`src/rtl/uart_pkg.sv`:
```
// Shared types and default constants for the UART receive path.
package uart_pkg;

  typedef enum logic [2:0] {
    IDLE,
    START,
    DATA,
    STOP,
    BREAK
  } rx_state_t;

  localparam int CLKS_PER_BIT_115200 = 434;
  localparam int RX_FIFO_DEPTH       = 4;

endpackage

```
`src/rtl/sync_fifo.sv`:
```
// Single-clock first-word-fall-through FIFO; a write while full is accepted
// only when a read frees a slot in the same cycle.
module sync_fifo #(
  parameter int WIDTH = 8,
  parameter int DEPTH = 4
) (
  input  logic             clk,
  input  logic             reset,
  input  logic             wr_en,
  input  logic [WIDTH-1:0] wr_data,
  input  logic             rd_en,
  output logic [WIDTH-1:0] rd_data,
  output logic             full,
  output logic             empty
);

  localparam int AW = $clog2(DEPTH);
  localparam logic [AW:0] CNT_FULL = (AW+1)'(DEPTH);

  logic [WIDTH-1:0] mem_q [DEPTH];
  logic [WIDTH-1:0] mem_d [DEPTH];
  logic [AW-1:0]    wr_ptr_q, wr_ptr_d;
  logic [AW-1:0]    rd_ptr_q, rd_ptr_d;
  logic [AW:0]      count_q, count_d;
  logic             do_wr, do_rd;

  assign empty   = (count_q == '0);
  assign full    = (count_q == CNT_FULL);
  assign do_rd   = rd_en && !empty;
  assign do_wr   = wr_en && (!full || do_rd);
  assign rd_data = empty ? '0 : mem_q[rd_ptr_q];

  always_comb begin
    mem_d    = mem_q;
    wr_ptr_d = wr_ptr_q;
    rd_ptr_d = rd_ptr_q;
    count_d  = count_q;
    if (do_wr) begin
      mem_d[wr_ptr_q] = wr_data;
      wr_ptr_d        = wr_ptr_q + AW'(1);
    end
    if (do_rd) begin
      rd_ptr_d = rd_ptr_q + AW'(1);
    end
    if (do_wr && !do_rd) begin
      count_d = count_q + 1'b1;
    end else if (!do_wr && do_rd) begin
      count_d = count_q - 1'b1;
    end
  end

  always_ff @(posedge clk or posedge reset) begin
    if (reset) begin
      wr_ptr_q <= '0;
      rd_ptr_q <= '0;
      count_q  <= '0;
    end else begin
      wr_ptr_q <= wr_ptr_d;
      rd_ptr_q <= rd_ptr_d;
      count_q  <= count_d;
    end
  end

  // Storage carries no reset; empty gates the visible head.
  always_ff @(posedge clk) begin
    mem_q <= mem_d;
  end

endmodule

```
`src/rtl/uart_rx.sv`:
```
// 8N1 UART receiver: line synchronizer, mid-bit sampling FSM and a small
// receive FIFO with sticky framing/overrun flags.
module uart_rx
  import uart_pkg::*;
#(
  parameter int CLKS_PER_BIT = CLKS_PER_BIT_115200,
  parameter int FIFO_DEPTH   = RX_FIFO_DEPTH
) (
  input  logic       clk,
  input  logic       reset,
  input  logic       rxd,
  input  logic       rd_en,
  input  logic       clear_err,
  output logic [7:0] rd_data,
  output logic       rx_valid,
  output logic       rx_full,
  output logic       framing_err,
  output logic       overrun
);

  localparam logic [15:0] BIT_LAST  = 16'(CLKS_PER_BIT - 1);
  localparam logic [15:0] HALF_LAST = 16'(CLKS_PER_BIT / 2 - 1);

  rx_state_t   state_q, state_d;
  logic [15:0] cnt_q, cnt_d;
  logic [2:0]  idx_q, idx_d;
  logic [7:0]  shift_q, shift_d;
  logic        sync1_q, sync1_d;
  logic        rxd_s_q, rxd_s_d;
  logic        fe_q, fe_d;
  logic        ov_q, ov_d;
  logic        push, set_fe, set_ov;
  logic        fifo_full, fifo_empty;

  always_comb begin
    sync1_d  = rxd;
    rxd_s_d  = sync1_q;
    state_d  = state_q;
    cnt_d    = cnt_q;
    idx_d    = idx_q;
    shift_d  = shift_q;
    push     = 1'b0;
    set_fe   = 1'b0;
    unique case (state_q)
      IDLE: begin
        if (!rxd_s_q) begin
          state_d = START;
          cnt_d   = '0;
        end
      end
      START: begin
        // Re-check the start bit at its middle to reject line glitches.
        if (cnt_q == HALF_LAST) begin
          cnt_d   = '0;
          idx_d   = '0;
          state_d = rxd_s_q ? IDLE : DATA;
        end else begin
          cnt_d = cnt_q + 16'd1;
        end
      end
      DATA: begin
        if (cnt_q == BIT_LAST) begin
          cnt_d   = '0;
          shift_d = {rxd_s_q, shift_q[7:1]};
          idx_d   = idx_q + 3'd1;
          if (idx_q == 3'd7) begin
            state_d = STOP;
          end
        end else begin
          cnt_d = cnt_q + 16'd1;
        end
      end
      STOP: begin
        if (cnt_q == BIT_LAST) begin
          cnt_d = '0;
          if (rxd_s_q) begin
            push    = 1'b1;
            state_d = IDLE;
          end else begin
            set_fe  = 1'b1;
            state_d = BREAK;
          end
        end else begin
          cnt_d = cnt_q + 16'd1;
        end
      end
      BREAK: begin
        // Wait out a held-low line so it reports only one framing error.
        if (rxd_s_q) begin
          state_d = IDLE;
        end
      end
      default: state_d = IDLE;
    endcase
  end

  // A new error event outranks a simultaneous clear.
  assign set_ov = push && fifo_full && !rd_en;
  always_comb begin
    fe_d = set_fe || (fe_q && !clear_err);
    ov_d = set_ov || (ov_q && !clear_err);
  end

  always_ff @(posedge clk or posedge reset) begin
    if (reset) begin
      sync1_q <= 1'b1;
      rxd_s_q <= 1'b1;
      state_q <= IDLE;
      cnt_q   <= '0;
      idx_q   <= '0;
      shift_q <= '0;
      fe_q    <= 1'b0;
      ov_q    <= 1'b0;
    end else begin
      sync1_q <= sync1_d;
      rxd_s_q <= rxd_s_d;
      state_q <= state_d;
      cnt_q   <= cnt_d;
      idx_q   <= idx_d;
      shift_q <= shift_d;
      fe_q    <= fe_d;
      ov_q    <= ov_d;
    end
  end

  sync_fifo #(
    .WIDTH (8),
    .DEPTH (FIFO_DEPTH)
  ) u_fifo (
    .clk     (clk),
    .reset   (reset),
    .wr_en   (push),
    .wr_data (shift_q),
    .rd_en   (rd_en),
    .rd_data (rd_data),
    .full    (fifo_full),
    .empty   (fifo_empty)
  );

  assign rx_valid    = !fifo_empty;
  assign rx_full     = fifo_full;
  assign framing_err = fe_q;
  assign overrun     = ov_q;

endmodule

```
`config.mk`:
```
export PLATFORM = sky130hd
export DESIGN_NAME = uart_rx
export DESIGN_NICKNAME = d
export VERILOG_FILES = /design/src/rtl/uart_pkg.sv /design/src/rtl/sync_fifo.sv /design/src/rtl/uart_rx.sv
export SDC_FILE = /design/constraint.sdc
export NUM_CORES = 1
export LEC_CHECK = 0
export BUFFER_PORTS_ARGS = -buffer_cell sky130_fd_sc_hd__clkbuf_2
export CAP_MARGIN = 20
export CORE_ASPECT_RATIO = 0.8
export CORE_MARGIN = 5
export CORE_UTILIZATION = 60
export CTS_BUF_LIST = sky130_fd_sc_hd__clkbuf_16
export DETAILED_ROUTE_END_ITERATION = 16
export PLACE_DENSITY = 0.75
export SETUP_SLACK_MARGIN = 0.1
export SLEW_MARGIN = 30
export SYNTH_ARGS = -nofsm -noshare
export SYNTH_HDL_FRONTEND = slang
export SYNTH_SLANG_ARGS = --single-unit
```
`constraint.sdc`:
```
create_clock -name clk -period 3.4 [get_ports clk]
set_input_delay 0.68 -clock clk [delete_from_list [all_inputs] [get_ports clk]]
set_output_delay 0.68 -clock clk [all_outputs]
set_load 0.01 [all_outputs]
```
After elaboration in Yosys (flattened, before gate mapping)
Index checks and enable logic that the tools add are counted.
W data, S select, Z words.
- memories: 0
- bits in latches: 0
- ROM bits: 0
- bits in writable memories: 0
- register bits after elaboration: 73
- divide/modulo/power cells: 0
- order comparisons: 3
- reductions and logical operators: 28
- equality and inequality tests: 14
- add/subtract/negate cells: 6
- bitwise gates (word level): 2
- multiplexer cells: 31
- shift operators: 0
- $mul: 0
- operators with widths (cell ; count):
    $mux W16 ; 3
    $pmux W16 S3 ; 1
    $mux W3 ; 11
    $bwmux W32 ; 1
    $mux W8 ; 4
    $add A16 B1 Y16 const B ; 1
    $bmux W8 S2 ; 1
    $demux W8 S2 ; 1
    $eq A16 B8 Y1 const B ; 1
    $eq A16 B9 Y1 const B ; 1
    $pmux W3 S5 ; 1
    $ne A2 B2 Y1 const B ; 6
    $eq A3 B3 Y1 const B ; 3
    $logic_and A1 B1 Y1 ; 9
    $add A3 B1 Y3 const B ; 2
    $eq A3 B2 Y1 const B ; 2
    $ge A3 B3 Y1 const B ; 2
    $logic_not A1 Y1 ; 6
    $logic_not A3 Y1 ; 2
    $mux W1 ; 6
    $not A2 Y3 ; 2
    $pmux W3 S2 ; 1
    $reduce_and A6 Y1 ; 1
    $add A2 B1 Y2 const B ; 2
    10 further kinds ; 14

Logic depth before layout (Yosys ltp)
- depth after elaboration: 9
- depth in mapped cells: 11
- gate-level depth less buffers: 11

By module
From an unflattened synthesis, not the netlist that was laid out.
- cell total of the unflattened synthesis: 261
- area, all modules: 3437.0 um^2
- by module, submodules not included (module ; cells each ; area each (um^2) ; times used):
    uart_rx ; 173 ; 1779.2 ; 1
    sync_fifo ; 88 ; 1657.8 ; 1

Worst setup path before layout
OpenSTA, ideal clock, no wires.
- path kind: flip-flop to flip-flop
- start point: register cnt_q[12]
- end point: register u_fifo.count_q[2]
- clock period less this slack: 2.724 ns
- library setup time: 0.079 ns
- cell stages (with the launch flop): 11
- buffers on the path: 0
- arrival: 2.644 ns
- path slack: 0.676 ns
- cell sequence: dfrtp_1 > or4_4 > nor4b_1 > nand4_1 > nor2_1 > ha_1 > inv_1 > fa_1 > xor2_1 > nor2_1 > xor2_1
- word-level cells in the longest chain between the ends: 7
- RTL lines (what ; RTL line ; RTL):
    start, declared ; uart_rx.sv:25 ; logic [15:0] cnt_q, cnt_d;
    start signal, assigned ; uart_rx.sv:118 ; cnt_q <= cnt_d;
    $eq A16 B9 Y1 * ; uart_rx.sv:74 ; if (cnt_q == BIT_LAST) begin
    $mux W1 * ; uart_rx.sv:74 ;
    $mux W1 * ; uart_rx.sv:44 ; unique case (state_q)
    $logic_and A1 B1 Y1 * ; sync_fifo.sv:30 ; assign do_wr = wr_en && (!full || do_rd);
    net u_fifo.do_wr ; sync_fifo.sv:25 ; logic do_wr, do_rd;
    $logic_not A1 Y1 ; sync_fifo.sv:47 ; end else if (!do_wr && do_rd) begin
    $logic_and A1 B1 Y1 ; sync_fifo.sv:47 ;
    $reduce_bool A2 Y1 (no source line) ; n/a ;
    end signal, assigned ; sync_fifo.sv:60 ; count_q <= count_d;
    end, declared ; sync_fifo.sv:24 ; logic [AW:0] count_q, count_d;
Mark *: on every way through the listed nets, which the timed path passes. The rest lies on a longest branch.
A chain may end at the register's enable or synchronous reset.

Final worst setup path
Ends and elaborated chain as after synthesis.

==> run_results.csv <==
group,metric,value,unit
timing,fin_tns_setup,0,ns
clock_tree,clkLatencyLatePin,0.33,ns
clock_tree,cts_made_buffers,9,
global_route,grt-ovfl-total,0,
placed_design,dpl_cell_area,3538,um^2
clock_tree,htreeDepth,3,
drt,wl_per_cell,17.95,um
global_route,grt_pass1_vias,2065,
clock_tree,cts_sinks,73,
setup_path,worstSetupStartpoint,"cnt_q[12]",
global_route,grt_pass1_wl,11.07,mm
drt,dr.pass1.iters,4,
synthesis,ys_types,46,
floorplan,ios,17,
floorplan,die_area,7200,um^2
synthesis,synthArstFlopShare,56.16,%
floorplan,rows,24,
timing,fmax,0.3455,GHz
synthesis,synth-seq-cells,73,
synthesis,syn_area,3357,um^2
drt,drc,0,
setup_path,worstReg2RegStart,"cnt_q[12]",
pwr,peakVddDrop,0.0003867,V
finish,fill_cells,366,
timing,clock_skew,0.007412,ns
finish,antenna_cells,0,
synthesis,seq_area_frac_synth,59.26,%
drt,drt.antenna.violating_nets,0,
timing,slew_headroom,32.41,%
status,status,"completed",
finish,drive_gt1_share,25.98,%
synthesis,syn_avg_cell_area,13.37,um^2
setup_path,worstPathArrival,3.14,ns
finish,final_common_cell,"dfrtp_1",
drt,drtIter0Drc,157,
pwr,finalPower,2.135,mW
global_route,track_usage,20.28,%
clock_tree,cts_tree,"done",
floorplan,start_util,61.76,%
drt,via_count,2118,
setup_path,reg2regPathDepth,11,
placed_design,place_ws,0.6299,ns
synthesis,ys_warn_count,0,
timing,period_needed,2.894,ns
timing,setup_viol,0,
clock_tree,ctsResizeCount,0,
timing,fin_hold_ws,0.1782,ns
setup_path,rrSetupSlack,0.51,ns
setup_path,cp-start-kind,"register",
hold_path,hp-class,"in -> async",
timing,hold_viol,0,
clock_tree,clk_path_buf_depth,2,
global_route,grt_max_degree,24,
setup_path,endpoint_kind,"register",
clock_tree,cts.hold.buffers_added,0,
setup_path,r2r-end,"u_fifo.count_q[2]",
pwr,power.density,554.5,nW/um^2
synthesis,syn-num-nets,267,
drt,routed_wl,6.443,mm
placed_design,dp_hpwl,4.195,mm
finish,design_area,3851,um^2
global_route,antenna_found_initial,0,
placed_design,port_buffers,16,
finish,syn2layout_area_growth,14.72,%
pwr,leakage,1.674,nW
floorplan,core-area,5435,um^2
setup_path,worstSetupPathType,"reg -> reg",
synthesis,synth_edf_count,32,
timing,layout_setup_ws,0.5060,ns
clock_tree,post_cts_buffers,0,
synthesis,synth_ff_type,"dfrtp_1",
synthesis,postSynthCellCount,251,
finish,most-common-layout-cells,"dfrtp_1 (39), edfxtp_1 (32), nand2_1 (16), clkbuf_2 (16), o21ai_0 (13)",
floorplan,die_w,93.63,um
floorplan,die_y,76.90,um
setup_path,worstPathRequired,3.65,ns
timing,fin_crit_sh,85.12,%
run,drv_cap,0,
finish,nets,292,
timing,drv_slew,0,
clock_tree,clkTransAtPathRegs,0.06,ns
drt,vias_per_cell,5.900,
setup_path,crit_fanout,7,
clock_tree,root_buffer,"clkbuf_16",
timing,worstMarginPinSlew,1.005,ns
placed_design,place_congestion,0.8520,
timing,rsz0062_at_grt,"false",
[logic make-up after synthesis]
group	after synthesis	synth area share, %
AO/OA/AOI/OAI	40	7.827
buffers and inverters	18	2.236
adder cells (fa/ha/maj)	11	4.324
XOR/XNOR	8	2.087
flip-flops	73	59.26
AND/OR/NAND/NOR	81	14.68
multiplexers	20	9.579
[routing by layer]
layer  track usage, %  up-vias  part of all wire [%]
li1                 -      985                     -
met1            30.90     1069                    49
met2            27.69       62                    45
met3            7.632        2                   5.6
met4            4.473        0                  0.42
met5                0        -                     0
[metrics by stage]
| stage | instances | util [%] |
|---|---|---|
| 2_1_floorplan | 251 | - |
| 5_1_grt | 359 | 70.86 |
| 4_1_cts | 359 | 70.67 |
| 3_5_place_dp | 343 | 65.10 |
| 3_3_place_gp | 343 | 65.10 |
| 6_report | 359 | 70.86 |
[synthesized netlist by cell type, drive strengths merged, types with 8 or more instances]
master | instances | share of area [%]
o21ai | 13 | 1.9
inv | 11 | 1.2
nand2 | 16 | 1.8
edfxtp | 32 | 29
nor2 | 8 | 0.89
mux2 | 11 | 3.8
mux4 | 8 | 5.4
and2 | 12 | 2.2
ha | 10 | 3.7
nand3 | 10 | 1.5
dfrtp | 39 | 29
[layout make-up]
| class | instances | area, um^2 | area share (%) |
|---|---|---|---|
| Inverter | 11 | 41.29 | 1.072 |
| Clock inverter | 7 | 77.57 | 2.014 |
| Clock buffer | 9 | 225.2 | 5.848 |
| Timing Repair Buffer | 21 | 117.6 | 3.054 |
| Multi-Input combinational cell | 160 | 1303 | 33.82 |
| Sequential cell | 73 | 1989 | 51.66 |
| Tap cell | 78 | 97.59 | 2.534 |
[power breakdown]
group | internal [mW] | total [mW] | switching (mW)
clock network | 0.574 | 0.941 | 0.368
registers | 0.949 | 1.03 | 0.0796
logic | 0.0955 | 0.165 | 0.0699
total | 1.62 | 2.14 | 0.517
[worst max-delay path by stage]
stage | to | slack, ns | cells after the start
finish | u_fifo.count_q[2] | 0.51 | 11
floorplan | u_fifo.count_q[2] | 0.68 | 10
detailed placement | u_fifo.count_q[2] | 0.63 | 11
global placement | u_fifo.count_q[2] | 0.70 | 11
CTS | u_fifo.count_q[2] | 0.50 | 11
global route | u_fifo.count_q[2] | 0.30 | 11
[registers in the layout, indices dropped and copies added, names as in the netlist]
register         flops
rxd_s_d              1
u_fifo.count_q       3
idx_q                3
u_fifo.wr_ptr_q      2
state_q              3
overrun              1
rxd_s_q              1
shift_q              8
cnt_q               16
u_fifo.rd_ptr_q      2
u_fifo.mem_q        32
framing_err          1
[worst max-delay path, cell delays in order, from the launching register on]
cell,delay (ns)
dfrtp_1,0.43
or4_4,0.59
nor4b_1,0.27
nand4_1,0.12
nor2_1,0.10
buf_4,0.16
ha_1,0.19
inv_1,0.07
fa_1,0.39
xor2_1,0.18
nor2_1,0.15
xor2_1,0.17
(Power assumes the default switching activity.)
